$ cat src/rtl/ram_pkg.sv
// Shared types and defaults for the RAM burst read path.
package ram_pkg;

  localparam int RAM_WIDTH     = 8;
  localparam int RAM_DEPTH     = 16;
  localparam int RD_FIFO_SLOTS = 3;

  typedef enum logic [1:0] {
    IDLE  = 2'd0,
    RUN   = 2'd1,
    DRAIN = 2'd2
  } rd_state_t;

endpackage

$ cat src/rtl/ram_rd_fifo.sv
// Three-entry ring buffer holding read words (data plus last flag) on their way to the stream port.
module ram_rd_fifo import ram_pkg::*; #(
  parameter int ENTRY_WIDTH = RAM_WIDTH + 1
) (
  input  logic                   clk,
  input  logic                   rst_n,
  input  logic                   push,
  input  logic [ENTRY_WIDTH-1:0] push_data,
  input  logic                   pop,
  output logic [ENTRY_WIDTH-1:0] head,
  output logic                   empty,
  output logic [1:0]             count
);

  logic [ENTRY_WIDTH-1:0] mem [RD_FIFO_SLOTS];
  logic [1:0]             rd_ptr;
  logic [1:0]             wr_ptr;
  logic [1:0]             count_q;
  logic                   push_ok;
  logic                   pop_ok;

  function automatic logic [1:0] ptr_inc(input logic [1:0] p);
    return (p == 2'd2) ? 2'd0 : p + 2'd1;
  endfunction

  // Writes are refused only when full; the issuer's credit check keeps that from happening.
  always_comb begin
    pop_ok  = pop && (count_q != 2'd0);
    push_ok = push && (count_q != 2'd3);
  end

  // Storage, pointers and occupancy; a simultaneous push and pop leaves occupancy unchanged.
  always_ff @(posedge clk or negedge rst_n) begin
    if (!rst_n) begin
      rd_ptr  <= 2'd0;
      wr_ptr  <= 2'd0;
      count_q <= 2'd0;
      for (int i = 0; i < RD_FIFO_SLOTS; i++) mem[i] <= '0;
    end else begin
      if (push_ok) begin
        mem[wr_ptr] <= push_data;
        wr_ptr      <= ptr_inc(wr_ptr);
      end
      if (pop_ok) rd_ptr <= ptr_inc(rd_ptr);
      case ({push_ok, pop_ok})
        2'b10:   count_q <= count_q + 2'd1;
        2'b01:   count_q <= count_q - 2'd1;
        default: count_q <= count_q;
      endcase
    end
  end

  // Head reads as zero while empty so the stream data port is quiet between words.
  always_comb begin
    empty = (count_q == 2'd0);
    count = count_q;
    head  = empty ? '0 : mem[rd_ptr];
  end

endmodule

$ cat src/rtl/ram_burst_reader.sv
// Burst read initiator: issues sequential RAM reads and streams the words out with backpressure.
module ram_burst_reader import ram_pkg::*; #(
  parameter int WIDTH      = RAM_WIDTH,
  parameter int DEPTH      = RAM_DEPTH,
  parameter int ADDR_WIDTH = $clog2(DEPTH),
  parameter int LEN_WIDTH  = ADDR_WIDTH + 1
) (
  input  logic                  clk,
  input  logic                  rst_n,
  input  logic                  cmd_valid,
  output logic                  cmd_ready,
  input  logic [ADDR_WIDTH-1:0] cmd_addr,
  input  logic [LEN_WIDTH-1:0]  cmd_len,
  output logic                  out_valid,
  input  logic                  out_ready,
  output logic [WIDTH-1:0]      out_data,
  output logic                  out_last,
  output logic                  busy,
  output logic                  done,
  output logic [ADDR_WIDTH-1:0] ram_addr,
  output logic                  ram_re,
  output logic                  ram_we,
  output logic [WIDTH-1:0]      ram_din,
  input  logic [WIDTH-1:0]      ram_dout
);

  rd_state_t             state;
  rd_state_t             state_next;
  logic [ADDR_WIDTH-1:0] addr_q;
  logic [LEN_WIDTH-1:0]  remaining_q;
  logic [LEN_WIDTH-1:0]  len_clamped;
  logic                  inflight_q;
  logic                  inflight_last_q;
  logic                  done_q;
  logic                  accept;
  logic                  credit;
  logic                  final_issue;
  logic                  pop;
  logic                  last_pop;
  logic [WIDTH:0]        fifo_head;
  logic                  fifo_empty;
  logic [1:0]            fifo_count;

  // Handshake, clamp and credit terms; credit uses only registered state so out_ready never reaches ram_re.
  always_comb begin
    accept      = cmd_valid && cmd_ready;
    len_clamped = (cmd_len > LEN_WIDTH'(DEPTH)) ? LEN_WIDTH'(DEPTH) : cmd_len;
    credit      = (({1'b0, fifo_count} + {2'b00, inflight_q}) < 3'(RD_FIFO_SLOTS));
    final_issue = ram_re && (remaining_q == LEN_WIDTH'(1));
    pop         = out_valid && out_ready;
    last_pop    = pop && fifo_head[WIDTH];
  end

  // State register.
  always_ff @(posedge clk or negedge rst_n) begin
    if (!rst_n) state <= IDLE;
    else        state <= state_next;
  end

  // Next-state logic; a zero-length command completes without leaving IDLE.
  always_comb begin
    state_next = state;
    case (state)
      IDLE:    if (accept && (len_clamped != '0)) state_next = RUN;
      RUN:     if (final_issue) state_next = DRAIN;
      DRAIN:   if (last_pop) state_next = IDLE;
      default: state_next = IDLE;
    endcase
  end

  // FSM outputs.
  always_comb begin
    cmd_ready = (state == IDLE);
    busy      = (state != IDLE);
    ram_re    = (state == RUN) && credit;
  end

  // Address/remaining counters, in-flight tracking and the registered done pulse.
  always_ff @(posedge clk or negedge rst_n) begin
    if (!rst_n) begin
      addr_q          <= '0;
      remaining_q     <= '0;
      inflight_q      <= 1'b0;
      inflight_last_q <= 1'b0;
      done_q          <= 1'b0;
    end else begin
      if (accept) begin
        addr_q      <= cmd_addr;
        remaining_q <= len_clamped;
      end else if (ram_re) begin
        addr_q      <= addr_q + ADDR_WIDTH'(1);
        remaining_q <= remaining_q - LEN_WIDTH'(1);
      end
      inflight_q      <= ram_re;
      inflight_last_q <= final_issue;
      done_q          <= (accept && (len_clamped == '0)) || ((state == DRAIN) && last_pop);
    end
  end

  ram_rd_fifo #(
    .ENTRY_WIDTH(WIDTH + 1)
  ) u_fifo (
    .clk      (clk),
    .rst_n    (rst_n),
    .push     (inflight_q),
    .push_data({inflight_last_q, ram_dout}),
    .pop      (pop),
    .head     (fifo_head),
    .empty    (fifo_empty),
    .count    (fifo_count)
  );

  // Stream port and the read-only RAM side.
  always_comb begin
    out_valid = !fifo_empty;
    out_data  = fifo_head[WIDTH-1:0];
    out_last  = fifo_head[WIDTH];
    done      = done_q;
    ram_addr  = addr_q;
    ram_we    = 1'b0;
    ram_din   = '0;
  end

endmodule
$ cat config.mk
export PLATFORM = sky130hd
export DESIGN_NAME = ram_burst_reader
export DESIGN_NICKNAME = d
export VERILOG_FILES = /design/src/rtl/ram_pkg.sv /design/src/rtl/ram_rd_fifo.sv /design/src/rtl/ram_burst_reader.sv
export SDC_FILE = /design/constraint.sdc
export NUM_CORES = 1
export LEC_CHECK = 0
export CORE_MARGIN = 2
export CORE_UTILIZATION = 30
export CTS_BUF_LIST = sky130_fd_sc_hd__clkbuf_8
export CTS_CLUSTER_DIAMETER = 60
export DETAILED_ROUTE_END_ITERATION = 16
export SYNTH_ARGS = -nofsm -noshare
export SYNTH_HDL_FRONTEND = slang
export SYNTH_SLANG_ARGS = --single-unit
$ cat constraint.sdc
create_clock -name clk -period 1.82 [get_ports clk]
set_input_delay 0.364 -clock clk [delete_from_list [all_inputs] [get_ports clk]]
set_output_delay 0.364 -clock clk [all_outputs]
set_load 0.01 [all_outputs]
Yosys cells after proc, flatten, opt, wreduce, memory -nomap -nowiden
Cells that the tools add are included. Widths: inputs -> output; s select.

Bits in latches: 0. Memory bits (writable): 0. Bits in read-only memories: 0. Memories: 0. Logic and storage cells: 78. Output and inout bits: 27. Bits of input ports: 21. Register bits after elaboration: 47.

Bitwise logic cells: 2. Magnitude comparators: 5. Shift operators: 0. Reduce and logical (&&, ||, !) cells: 22. Add/subtract/negate cells: 7. Equality and inequality tests: 11. Multiplexer cells: 19. Multipliers: 0. Divide/modulo/power cells: 0.

Operators by type and width (number): $mux 9 (4); $bwmux 27 (1); $bmux 9 s2 (1); $demux 9 s2 (1); $mux 5 (3); $logic_and 1x1->1 (11); $mux 2 (5); $eq 2x2->1 const B (4); $mux 4 (2); $reduce_bool 2->1 (4); $add 2x1->2 const B (3); $ge 3x3->1 const B (2); $ne 2x2->1 const B (3); $not 2->3 (2); $pmux 2 s3 (1); $eq 5x1->1 const B (1); $gt 5x5->1 const B (1); $logic_not 5->1 (1); $reduce_bool 5->1 (1); $sub 5x1->5 const B (1); $add 4x1->4 const B (1); $eq 2x1->1 const B (2); $logic_not 2->1 (2); $pmux 2 s2 (1); other kinds (8) (8).

Longest topological paths before layout
Word-level depth: 8. Mapped depth: 6. Gate-level depth less buffers: 6.

Cells and area by module
Synthesis repeated with hierarchy kept, for this count alone.

Cells, all modules: 218. Area, all modules: 2457.4 µm².

By module, submodules not included: ram_rd_fifo (seq. area each 825.8 µm², area each 1551.5 µm², cells each 121, times used 1); ram_burst_reader (seq. area each 350.3 µm², area each 905.9 µm², cells each 97, times used 1).

Least setup slack after synthesis
Ideal clock, no wire load.

Path type: register -> register. From: reg u_fifo.count_q[0] (netlist: u_fifo.count[0]). To: reg state[0]. Stages on the path, launching flop included: 7. Setup slack: -176 ps. Clock period less this slack: 1996 ps. Data required time: 1691 ps. Library setup time: 129 ps. Data arrival time: 1867 ps. Path buffers: 0. Cell sequence: dfrtp_1 > ha_1 > ha_1 > and2_1 > nor3_2 > and4b_1 > o21ai_0.

Word-level cells in the longest chain between the ends: 6. Elaborated cells on any way between the ends: 12. Those cells by class: add/sub: 1; order compare: 1; eq/ne: 2; mux: 1; reduce/logical: 7.

Ends and longest elaborated chain: from (decl) (line ram_rd_fifo.sv:18) `logic [1:0] count_q;`; from (signal assigned) (line ram_rd_fifo.sv:46) `2'b10: count_q <= count_q + 2'd1;`; from (signal assigned) (line ram_rd_fifo.sv:47) `2'b01: count_q <= count_q - 2'd1;`; from (signal assigned) (line ram_rd_fifo.sv:48) `default: count_q <= count_q;`; $add 2x1->3 (line ram_burst_reader.sv:48) `credit = (({1'b0, fifo_count} + {2'b00, inflight_q}) < 3'(RD_FIFO_SLOTS));`; $lt 3x2->1 (line ram_burst_reader.sv:48); $logic_and 1x1->1 (line ram_burst_reader.sv:75) `ram_re = (state == RUN) && credit;`; net ram_re (line ram_burst_reader.sv:21) `output logic ram_re,`; $logic_and 1x1->1 (line ram_burst_reader.sv:49) `final_issue = ram_re && (remaining_q == LEN_WIDTH'(1));`; net final_issue (line ram_burst_reader.sv:37) `logic final_issue;`; $ne 2x2->1 (no line); $reduce_and 3->1 (no line); to (signal assigned) (line ram_burst_reader.sv:57) `else state <= state_next;`; to (decl) (line ram_burst_reader.sv:27) `rd_state_t state;`.

The timed path passes the listed nets, and every way through them passes these cells. A chain may end at the register's enable or synchronous reset.

Worst setup path after layout
From: reg u_fifo.count_q[0] (netlist: u_fifo.count[0]). To: out ram_re.

Word-level cells in the longest chain between the ends: 3.

Ends and longest elaborated chain (line): $add 2x1->3 (ram_burst_reader.sv:48); $lt 3x2->1 (ram_burst_reader.sv:48); $logic_and 1x1->1 (ram_burst_reader.sv:75); to (decl) (ram_burst_reader.sv:21).

No other way between the ends.

==> results.cfg <==
[outcome]
status = complete, but fails checks
violations = negative setup slack

[clocking]
clockRootBuffer = clkbuf_8
cts_buffers = 5
cts_tree = yes
cts_hold_buf = 0
cts.sinks = 47
cts_max_level = 2
path_clk_slew_ns = 0.09
insertion_delay_ns = 0.30
clockBufferDepth = 2

[setup_path]
cp-start-kind = register
worstSetupEndpointType = primary output
cp_num_buf_inv = 1
critPathMaxStageDelay_ns = 0.44
path_max_fanout = 2
cp_slowest_cell = dfrtp_2
path_delay_family = flip-flops
cp_num_cells = 5
cp_cell_sequence = ha_4 -> ha_4 -> and2_4 -> nor3_4 -> buf_2
ff2ff_path_depth = 5
critical_path_required_ns = 1.46
worstPathArrival_ns = 1.60
cpMostUsedCell = ha_4
path_class = reg -> out

[floorplan]
ios = 48
die_y_um = 93.0
core_area_um2 = 7690
die_w_um = 93.0
rows = 32
start_util_pct = 30.9
die-area_um2 = 8650

[detailed_routing]
routed_via_density = 4.52
dr.pass1.iters = 3
drc = 0
totalWireLength_mm = 4.91
drt_iter0_drc = 49
vias = 1758
postRouteAntennaNets = 0
wl_per_cell_um = 12.6

[global_route]
grt_max_degree = 48
grt_pass1_wl_mm = 8.60
antenna_found_initial = 0
overflow = 0
grt_pass1_vias = 1791
track_usage_pct = 12.6

[logic_synthesis]
synthArstFlopShare_pct = 100
syn-cell-area_um2 = 2380
yosysWarnings = 0
synth_cells = 209
synth_cell_type_count = 37
synth-seq-cells = 47
synthFlopType = dfrtp_1
yosysSeqAreaShare_pct = 49.5
synth_edf_count = 0
syn_avg_cell_area_um2 = 11.4

[job]
maxCapViolations = 0

[timing]
setup_viol = 9
fin_crit_sh_pct = 108
fin_crit_ns = 1.97
layout_setup_ws_ns = -0.145
hold_viol = 0
drv_slew = 0
rsz0062_at_grt = true
fin_skew_ns = 0.00916
max_freq_mhz = 509

[pwr]
p_leak_nw = 1.52
combPwrFrac_pct = 55.9
power_density_nw_per_um2 = 1880
clock_power_share_pct = 13.1
finalPower_mw = 6.24
p_sw_mw = 2.22
swShare_pct = 35.6
p_int_mw = 4.02
ir_worst_vdd_mv = 0.920
p_seq_share_pct = 31.0

[finish]
drive_above_1_share_pct = 36.2
syn_to_final_growth_pct = 40.0
stdcell_count = 389
layout_commonest_cell = dfrtp_1
layout_common_cells = dfrtp_1 (43), buf_4 (26), clkdlybuf4s50_1 (24)
final_nets = 313
antennaDiodeCount = 0

[place]
gp_congestion = 0.748
dp.final_hpwl_mm = 3.63
portBuffers = 38
dp.cells = 370

[worst_hold_path]
hold_class = in -> async
## per-stage QoR
stage          hold WS (ns)  setup WS (ns)  TNS, ns  util, %  cell area, µm²
2_1_floorplan        0.0684         0.0591        0        -            2440
3_3_place_gp          0.371         -0.194    -1.31     39.9            3060
3_5_place_dp          0.369         -0.204    -1.48     39.9            3060
4_1_cts              0.0398         -0.134   -0.583     42.3            3250
5_1_grt              0.0448         -0.224    -1.73     43.3            3330
6_report             0.0243         -0.145   -0.657     43.3            3330
## cell usage after synthesis (2+ instances only)
cell	number	share of area [%]
mux2i_1	9	3.8
buf_4	9	2.8
a211oi_1	3	0.95
a21o_1	2	0.63
nand2b_1	3	0.79
dfrtp_1	47	49
mux2_2	19	9.0
nand2_1	8	1.3
xor2_1	5	1.8
a21oi_1	14	2.9
mux2_4	9	5.7
nor3_1	5	1.1
nor2_1	23	3.6
and2_1	2	0.53
clkbuf_1	3	0.47
ha_1	6	3.2
o21ai_0	6	1.3
nand3_1	4	0.84
nor2b_1	4	1.1
or4_1	2	0.63
nor4_1	2	0.53
xnor2_1	3	1.1
inv_1	7	1.1
## metal layers
layer,vias up,GRT usage (%),wire length [µm]
met5,-,0,0
met4,0,3.68,63
met3,7,2.98,237
met2,46,21.9,2390
met1,840,15.6,2210
li1,865,-,-
## logic make-up (layout without fill, tap and decap cells)
group           after synthesis  in the layout  share of synthesized area [%]
other cells                   1              9                          0.158
flops                        47             47                           49.5
mux                          37             37                           18.5
fa+ha+maj                     6              6                           3.16
xor+xnor                      8              8                           2.95
compound gates               30             30                           7.79
simple gates                 59             59                           12.8
buf+inv                      21             91                           5.11
## worst paths after layout
check / start / endpoint / slack, ns
min in group clk: u_fifo.mem[26] / u_fifo.mem[26] / 0.51
min reg2reg: u_fifo.mem[26] / u_fifo.mem[26] / 0.51
max: u_fifo.count[0] / ram_re / -0.15
max in group asynchronous: rst_n / state[0] / 1.54
min: rst_n / u_fifo.mem[12] / 0.02
max reg2reg: u_fifo.count[0] / u_fifo.mem[0] / 0.05
## worst register-to-register path, delay by kind of cell, from the launching register on
family	cells	cell delay (ns)
AND/OR/NAND/NOR	1	0.41
AO/OA/AOI/OAI	1	0.21
flip-flops	1	0.44
buffers and inverters	2	0.32
multiplexers	1	0.30
## power by group through the flow
stage,Clock [mW],Combinational (mW),Sequential [mW]
CTS,0.845,3.36,1.91
global route,0.896,3.87,2.01
global placement,0,3.22,1.92
finish,0.815,3.49,1.94
detailed placement,0,3.27,1.94
floorplan,0,1.97,1.88
## layout make-up
| type | instances | area (µm²) |
|---|---|---|
| Tap cell | 102 | 128 |
| Clock buffer | 6 | 82.6 |
| Multi-Input combinational cell | 149 | 1190 |
| Inverter | 7 | 26.3 |
| Sequential cell | 47 | 1180 |
| Clock inverter | 2 | 38.8 |
| Timing Repair Buffer | 76 | 674 |
| Fill cell | 759 | 4360 |
## repair_timing
item,4_1_cts,5_1_grt
endpoints found under the setup margin,17,22
buffers inserted,8,5
gates resized for setup,60,11
pin swaps,6,7
## flip-flops by register name (all words and copies together) (netlist names), 2 cells and up
name,cells
remaining_q,5
u_fifo.rd_ptr,2
u_fifo.count,2
u_fifo.mem,27
state,2
u_fifo.wr_ptr,2
ram_addr,4
(Power assumes the default switching activity.)
